File: config.mk
export PLATFORM = sky130hd
export DESIGN_NAME = multicycle_controller
export DESIGN_NICKNAME = d
export VERILOG_FILES = /design/src/rtl/multicycle_controller.sv
export SDC_FILE = /design/constraint.sdc
export NUM_CORES = 1
export LEC_CHECK = 0
export ABC_AREA = 1
export CORE_MARGIN = 4
export CORE_UTILIZATION = 51
export DETAILED_ROUTE_END_ITERATION = 10
export PLACE_DENSITY = 0.87
export RECOVER_POWER = 50
export SYNTH_ARGS = -nofsm -noshare
export SYNTH_HDL_FRONTEND = slang
export SYNTH_SLANG_ARGS = --single-unit
File: constraint.sdc
create_clock -name clk -period 2.94 [get_ports clk]
set_input_delay 0.588 -clock clk [delete_from_list [all_inputs] [get_ports clk]]
set_output_delay 0.588 -clock clk [all_outputs]
set_load 0.03 [all_outputs]
File: src/rtl/multicycle_controller.sv
// Control FSM for a multicycle RV32I datapath sharing one memory for fetch and data.
// Mealy on mem_ready in FETCH/MEM; wait counter bounds every memory access.
module multicycle_controller (
  input  logic       clk,
  input  logic       reset,
  input  logic [6:0] Opcode,
  input  logic       mem_ready,
  output logic       PCWrite,
  output logic       IRWrite,
  output logic       MemReq,
  output logic       MemWrite,
  output logic       RegWrite,
  output logic       Branch,
  output logic [1:0] ALUSrcA,
  output logic [1:0] ALUSrcB,
  output logic [1:0] ALUOp,
  output logic [1:0] PCSrc,
  output logic [1:0] ResultSrc,
  output logic       instr_retired,
  output logic       trap,
  output logic [1:0] trap_cause,
  output logic [2:0] state_dbg
);

  typedef enum logic [2:0] {
    S_FETCH  = 3'd0,
    S_DECODE = 3'd1,
    S_EXEC   = 3'd2,
    S_MEM    = 3'd3,
    S_WB     = 3'd4,
    S_TRAP   = 3'd5
  } state_t;

  localparam logic [6:0] OP_R      = 7'b0110011;
  localparam logic [6:0] OP_I      = 7'b0010011;
  localparam logic [6:0] OP_LOAD   = 7'b0000011;
  localparam logic [6:0] OP_STORE  = 7'b0100011;
  localparam logic [6:0] OP_BRANCH = 7'b1100011;
  localparam logic [6:0] OP_JAL    = 7'b1101111;
  localparam logic [6:0] OP_JALR   = 7'b1100111;
  localparam logic [6:0] OP_LUI    = 7'b0110111;
  localparam logic [6:0] OP_AUIPC  = 7'b0010111;

  localparam logic [1:0] CAUSE_ILLEGAL = 2'b01;
  localparam logic [1:0] CAUSE_TIMEOUT = 2'b10;

  state_t     state_q, state_d;
  logic [6:0] op_q, op_d;
  logic [3:0] wait_q, wait_d;
  logic [1:0] cause_q, cause_d;
  logic       retire_q, retire_d;
  logic       timeout;

  function automatic logic is_legal(input logic [6:0] op);
    case (op)
      OP_R, OP_I, OP_LOAD, OP_STORE, OP_BRANCH,
      OP_JAL, OP_JALR, OP_LUI, OP_AUIPC: is_legal = 1'b1;
      default:                           is_legal = 1'b0;
    endcase
  endfunction

  always_comb begin
    // NOTE: every output and next-state value gets a default first so no path infers a latch.
    state_d   = state_q;
    op_d      = op_q;
    wait_d    = wait_q;
    cause_d   = cause_q;
    PCWrite   = 1'b0;
    IRWrite   = 1'b0;
    MemReq    = 1'b0;
    MemWrite  = 1'b0;
    RegWrite  = 1'b0;
    Branch    = 1'b0;
    ALUSrcA   = 2'b00;
    ALUSrcB   = 2'b00;
    ALUOp     = 2'b00;
    PCSrc     = 2'b00;
    ResultSrc = 2'b00;
    // Fifteen cycles already spent waiting; a late mem_ready still wins.
    timeout   = (wait_q == 4'd15) && !mem_ready;

    case (state_q)
      S_FETCH: begin
        if (timeout) begin
          state_d = S_TRAP;
          cause_d = CAUSE_TIMEOUT;
        end else begin
          MemReq  = 1'b1;
          ALUSrcA = 2'b11;
          ALUSrcB = 2'b10;
          IRWrite = mem_ready;
          PCWrite = mem_ready;
          if (mem_ready) state_d = S_DECODE;
          else           wait_d  = wait_q + 4'd1;
        end
      end
      S_DECODE: begin
        op_d    = Opcode;
        ALUSrcA = 2'b01;
        ALUSrcB = 2'b01;
        if (is_legal(Opcode)) begin
          state_d = S_EXEC;
        end else begin
          state_d = S_TRAP;
          cause_d = CAUSE_ILLEGAL;
        end
      end
      S_EXEC: begin
        case (op_q)
          OP_R:      begin ALUOp = 2'b10; state_d = S_WB; end
          OP_I:      begin ALUSrcB = 2'b01; ALUOp = 2'b11; state_d = S_WB; end
          OP_LOAD,
          OP_STORE:  begin ALUSrcB = 2'b01; state_d = S_MEM; end
          OP_BRANCH: begin ALUOp = 2'b01; Branch = 1'b1; PCSrc = 2'b01; state_d = S_FETCH; end
          OP_JAL:    begin PCWrite = 1'b1; PCSrc = 2'b01; state_d = S_WB; end
          OP_JALR:   begin ALUSrcB = 2'b01; PCWrite = 1'b1; state_d = S_WB; end
          OP_LUI:    begin ALUSrcA = 2'b10; ALUSrcB = 2'b01; state_d = S_WB; end
          OP_AUIPC:  begin ALUSrcA = 2'b01; ALUSrcB = 2'b01; state_d = S_WB; end
          default:   begin state_d = S_TRAP; cause_d = CAUSE_ILLEGAL; end
        endcase
      end
      S_MEM: begin
        if (timeout) begin
          state_d = S_TRAP;
          cause_d = CAUSE_TIMEOUT;
        end else begin
          MemReq   = 1'b1;
          MemWrite = (op_q == OP_STORE);
          if (!mem_ready)            wait_d  = wait_q + 4'd1;
          else if (op_q == OP_STORE) state_d = S_FETCH;
          else                       state_d = S_WB;
        end
      end
      S_WB: begin
        RegWrite = 1'b1;
        if (op_q == OP_LOAD)                         ResultSrc = 2'b01;
        else if (op_q == OP_JAL || op_q == OP_JALR)  ResultSrc = 2'b10;
        state_d = S_FETCH;
      end
      S_TRAP:  state_d = S_TRAP;
      default: state_d = S_FETCH;
    endcase

    if (state_d != state_q && (state_d == S_FETCH || state_d == S_MEM)) wait_d = 4'd0;

    retire_d = (state_d == S_FETCH) &&
               (state_q == S_EXEC || state_q == S_MEM || state_q == S_WB);
  end

  always_ff @(posedge clk) begin
    // NOTE: sequential state uses non-blocking assignments so all registers update together.
    if (reset) begin
      state_q  <= S_FETCH;
      op_q     <= 7'd0;
      wait_q   <= 4'd0;
      cause_q  <= 2'b00;
      retire_q <= 1'b0;
    end else begin
      state_q  <= state_d;
      op_q     <= op_d;
      wait_q   <= wait_d;
      cause_q  <= cause_d;
      retire_q <= retire_d;
    end
  end

  assign instr_retired = retire_q;
  assign trap          = (state_q == S_TRAP);
  assign trap_cause    = cause_q;
  assign state_dbg     = state_q;

endmodule

# Yosys cells after proc, flatten, opt, wreduce, memory -nomap -nowiden
# Index checks and enable logic that the tools add are counted.
[totals]
register_bits = 17
inputBits = 10
[op_classes]
add_sub_neg = 1
eq_ne = 29
mux = 38
n_bitwise = 2
reduce_logical = 22
[ops]
columns = ["cell", "count"]
rows = [
  ["7-bit by 6-bit == test with 1-bit output, second input constant", 6],
  ["7-bit == test, second input constant", 6],
  ["7-bit by 5-bit == test with 1-bit output, second input constant", 4],
  ["2-bit one-hot mux with 3 select lines", 4],
  ["2-bit 2-to-1 mux", 9],
  ["3-bit 2-to-1 mux", 6],
  ["9-bit OR reduction", 2],
  ["1-bit 2-to-1 mux", 15],
  ["3-bit one-hot mux with 5 select lines", 1],
  ["7-bit by 2-bit == test with 1-bit output, second input constant", 2],
  ["6-bit OR reduction", 2],
  ["2-bit OR reduction", 5],
  ["3-bit by 2-bit == test with 1-bit output, second input constant", 3],
  ["3-bit one-hot mux with 3 select lines", 1],
  ["3-bit == test, second input constant", 2],
  ["3-bit zero test", 2],
  ["4-bit by 1-bit adder with 4-bit output, second input constant", 1],
  ["4-bit == test, second input constant", 1],
  ["1-bit logical OR", 4],
  ["2-bit != test, second input constant", 2],
  ["2-bit one-hot mux with 2 select lines", 1],
  ["4-bit AND reduction", 1],
  ["3-bit by 1-bit == test with 1-bit output, second input constant", 1],
  ["1-bit logical AND", 3],
  ["7 further kinds", 8],
]

# Depth between registers and ports, before layout
[logic_depth]
ltp_word = 10
ltp_mapped = 15
mapped_depth_nobuf = 15

# Worst setup path before layout
# No wires, ideal clock.
[synth_timing]
path_type = "register to output"
startpoint = "register state_q[2] (netlist: state_dbg[2])"
endpoint = "output port ResultSrc[0]"
t_arrival_ns = 2.115
required_time_ns = 2.352
slack_ns = 0.237
stages_incl_launch_ff = 5
path_cell_list = "dfxtp_1 -> inv_2 -> nor3_1 -> inv_1 -> nor2_1"
[synth_between]
elab_chain_cells = 2
[synth_rtl]
columns = ["item", "line", "source"]
rows = [
  ["from (decl)", "47", "state_t state_q, state_d;"],
  ["from (signal assigned)", "159", "state_q <= state_d;"],
  ["3-bit == test", "82", "case (state_q)"],
  ["2-bit 2-to-1 mux", "82", ""],
  ["to (decl)", "18", "output logic [1:0] ResultSrc,"],
]
# Every way passes these cells.

# Final worst setup path
[layout_timing]
startpoint = "input port mem_ready"
endpoint = "output port ALUSrcA[0]"
[layout_between]
elab_chain_cells = 4
[layout_rtl]
columns = ["item", "line", "source"]
rows = [
  ["from (decl)", "7", "input logic mem_ready,"],
  ["1-bit zero test", "--", ""],
  ["1-bit logical AND", "80", "timeout = (wait_q == 4'd15) && !mem_ready;"],
  ["2-bit 2-to-1 mux", "84", "if (timeout) begin"],
  ["2-bit one-hot mux with 3 select lines", "82", ""],
  ["to (decl)", "14", "output logic [1:0] ALUSrcA,"],
]
# Every way passes these cells.

==> Flow_metrics.wiki <==
{| class="wikitable"
! Metric !! Value
|-
| Ratio of total power to cell area || 482 nW/um^2
|-
| Mean post-synth cell area || 6.14 sq um
|-
| Residual DRC || 0
|-
| Number of levels in the clock H-tree || 1
|-
| Dpl cells || 254
|-
| Horizontal extent of the die || 56.6 um
|-
| Number of setup buffers added after CTS || 0
|-
| Outcome || complete, no violations
|-
| First-pass GRT wire length || 5.00 mm
|-
| Minimum period implied by the final worst setup slack || 2.87 ns
|-
| Die extent in y || 56.6 um
|-
| Post-DRT Antenna Nets || 0
|-
| Share of layout cells above drive strength 1 || 10.0%
|-
| Finish-stage setup viols || 0
|-
| Unique masters post-synth || 30
|-
| Tightest hold margin || 0.464 ns
|-
| Number of primary I/O pins || 33
|-
| Post-synthesis sequential element count || 17
|-
| TritonCTS clock tree || yes
|-
| Worst-skew pair later-pin latency || 0.29 ns
|-
| Worst Setup Start Kind || input port
|-
| Setup clock skew after layout || 0.00400 ns
|-
| Total gr overflow || 0
|-
| Detailed-route wire length per cell || 11.3 um
|-
| Final wirelength || 2.91 mm
|-
| Setup repair after global routing missed its margin || false
|-
| DR vias || 1305
|-
| Final cell count without fillers || 258
|-
| Commonest non-fill, non-tap cells in the layout || 50 x nand2_1, 34 x nor2_1, 26 x inv_1, 26 x clkdlybuf4s50_1, 17 x dfxtp_1
|-
| Worst endpoint data arrival time || 2.28 ns
|-
| Fill cell instance count of the final layout || 212
|-
| Number of antenna violations at the first check in global routing || 0
|-
| Maximum number of pins on one net before global-route repair || 12
|-
| Yosys warning total || 0
|-
| Starting density of the core || 53.9%
|-
| Worst setup slack after placement || 0.0753 ns
|-
| Final cycle utilization of the critical path || 97.6%
|-
| Max-cap violation count || 0
|-
| Biggest fanout along the worst timing path || 3
|-
| Root Driver || clkbuf_4
|-
| TritonCTS Sinks || 17
|-
| Instance count of the mapped netlist || 196
|-
| Reported leakage power || 0.771 nW
|-
| Maximum VDD drop || 0.336 mV
|-
| Final Worst Setup Slack || 0.0702 ns
|-
| IO buf count || 31
|-
| Clock Pin Slew Worst Setup and Hold Paths || 0.10 ns
|-
| Portion of the post-synthesis area used by sequential elements || 28.3%
|-
| Core area || 2230 sq um
|-
| DP HPWL || 2.36 mm
|-
| Fin nets || 242
|-
| Drt first pass iters || 4
|-
| Number of standard-cell rows in the floorplan || 17
|-
| Worst hold path class || flip-flop to flip-flop
|-
| DR vias/cell || 5.06
|-
| Routability congestion estimate || 0.858
|-
| Leading cell type in the layout, fill and taps excluded || nand2_1
|-
| Post-synthesis net count || 207
|-
| Setup crit end kind || output port
|-
| Fin. Hold Viols || 0
|-
| Max clock buf depth || 2
|-
| Max-slew violation total from the final report || 0
|-
| Total Power Consumption || 0.750 mW
|-
| Total Routing Usage GR || 19.2%
|-
| Post-route setup TNS || 0 ns
|-
| Area growth from synthesis to layout || 29.2%
|-
| Type of the worst setup path || input port to output port
|-
| Via count of the first global-routing pass || 1186
|-
| Cell Area, Synth || 1200 sq um
|-
| Achievable clock frequency || 348 MHz
|-
| CTS Buf Count || 3
|-
| Starting DRT DRC Count || 36
|-
| Area of the die || 3200 sq um
|-
| Worst endpoint required time || 2.35 ns
|-
| Antenna fix cells || 0
|}
-- sequential cells by signal, indices dropped and copies added, names as in the netlist --
signal and flops:
wait_q 4, trap_cause 2, instr_retired 1, op_q 7
state_dbg 3
-- layer usage --
layer / vias up / global-route usage [%] / wire length [um]
li1: 684 / - / -
met1: 574 / 25.1 / 1400
met2: 40 / 31.5 / 1290
met3: 7 / 2.53 / 155
met4: 0 / 7.80 / 55
met5: - / 0 / 0
-- power breakdown --
| group | leakage (nW) | switching (mW) | internal [mW] |
|---|---|---|---|
| registers | 0.139 | 0.0302 | 0.258 |
| clock network | 0.0150 | 0.0707 | 0.0527 |
| logic | 0.617 | 0.213 | 0.126 |
| total | 0.771 | 0.314 | 0.436 |
-- path summary, 6_finish.rpt --
check / startpoint / endpoint / slack (ns) / depth (start not counted)
max reg2reg: state_dbg[0] / wait_q[3] / 0.82 / 12
max: mem_ready / ALUSrcA[0] / 0.07 / 7
min: trap_cause[0] / trap_cause[0] / 0.46 / 2
min reg2reg: trap_cause[0] / trap_cause[0] / 0.46 / 2
-- synthesized netlist by cell type (all sizes together) --
cell	number	area, sq um
inv	30	113
conb	1	3.75
nor3	4	20.0
buf	3	30.0
nand2	54	220
a31oi	1	6.26
nor2	37	151
clkbuf	1	3.75
dfxtp	17	340
o21ai	14	73.8
a311o	1	11.3
ha	1	12.5
nand3	14	103
xnor2	1	8.76
clkinv	1	8.76
nand4	3	18.8
xor2	2	17.5
o22ai	1	6.26
a21oi	9	45.0
mux2i	1	10.0
-- logic make-up (layout without fill, tap and decap cells) --
family	after synthesis	count (layout)	synth area share, %
compound gates	26	26	11.9
other cells	1	1	0.312
xor+xnor	3	3	2.18
simple gates	112	112	42.6
flops	17	17	28.3
fa+ha+maj	1	1	1.04
buf+inv	35	69	12.9
mux	1	1	0.832
-- area by class of cell --
class	instances	area, sq um	area share [%]
Tap cell	28	35.0	2.25
Multi-Input combinational cell	144	701	45.1
Timing Repair Buffer	34	332	21.3
Sequential cell	17	340	21.9
Inverter	31	121	7.80
Clock buffer	4	26.3	1.69
-- repair_timing --
item | in CTS | in global routing
resized for setup | 0 | 1
setup endpoints to repair | 0 | 1
hold buffers | 0 | 0
-- per-stage QoR --
stage,area [sq um],util (%)
global placement,1540,68.9
floorplan,1200,-
finish,1560,69.6
detailed placement,1540,68.9
global route,1560,69.6
CTS,1560,70.0
-- critical path, stage by stage --
cell             delay (ns)
clkdlybuf4s50_1        0.42
nor2_1                 0.10
nand2_1                0.08
inv_1                  0.10
nor2_1                 0.06
a311o_2                0.35
clkdlybuf4s50_1        0.59
Power figures use the tool's default switching activity.
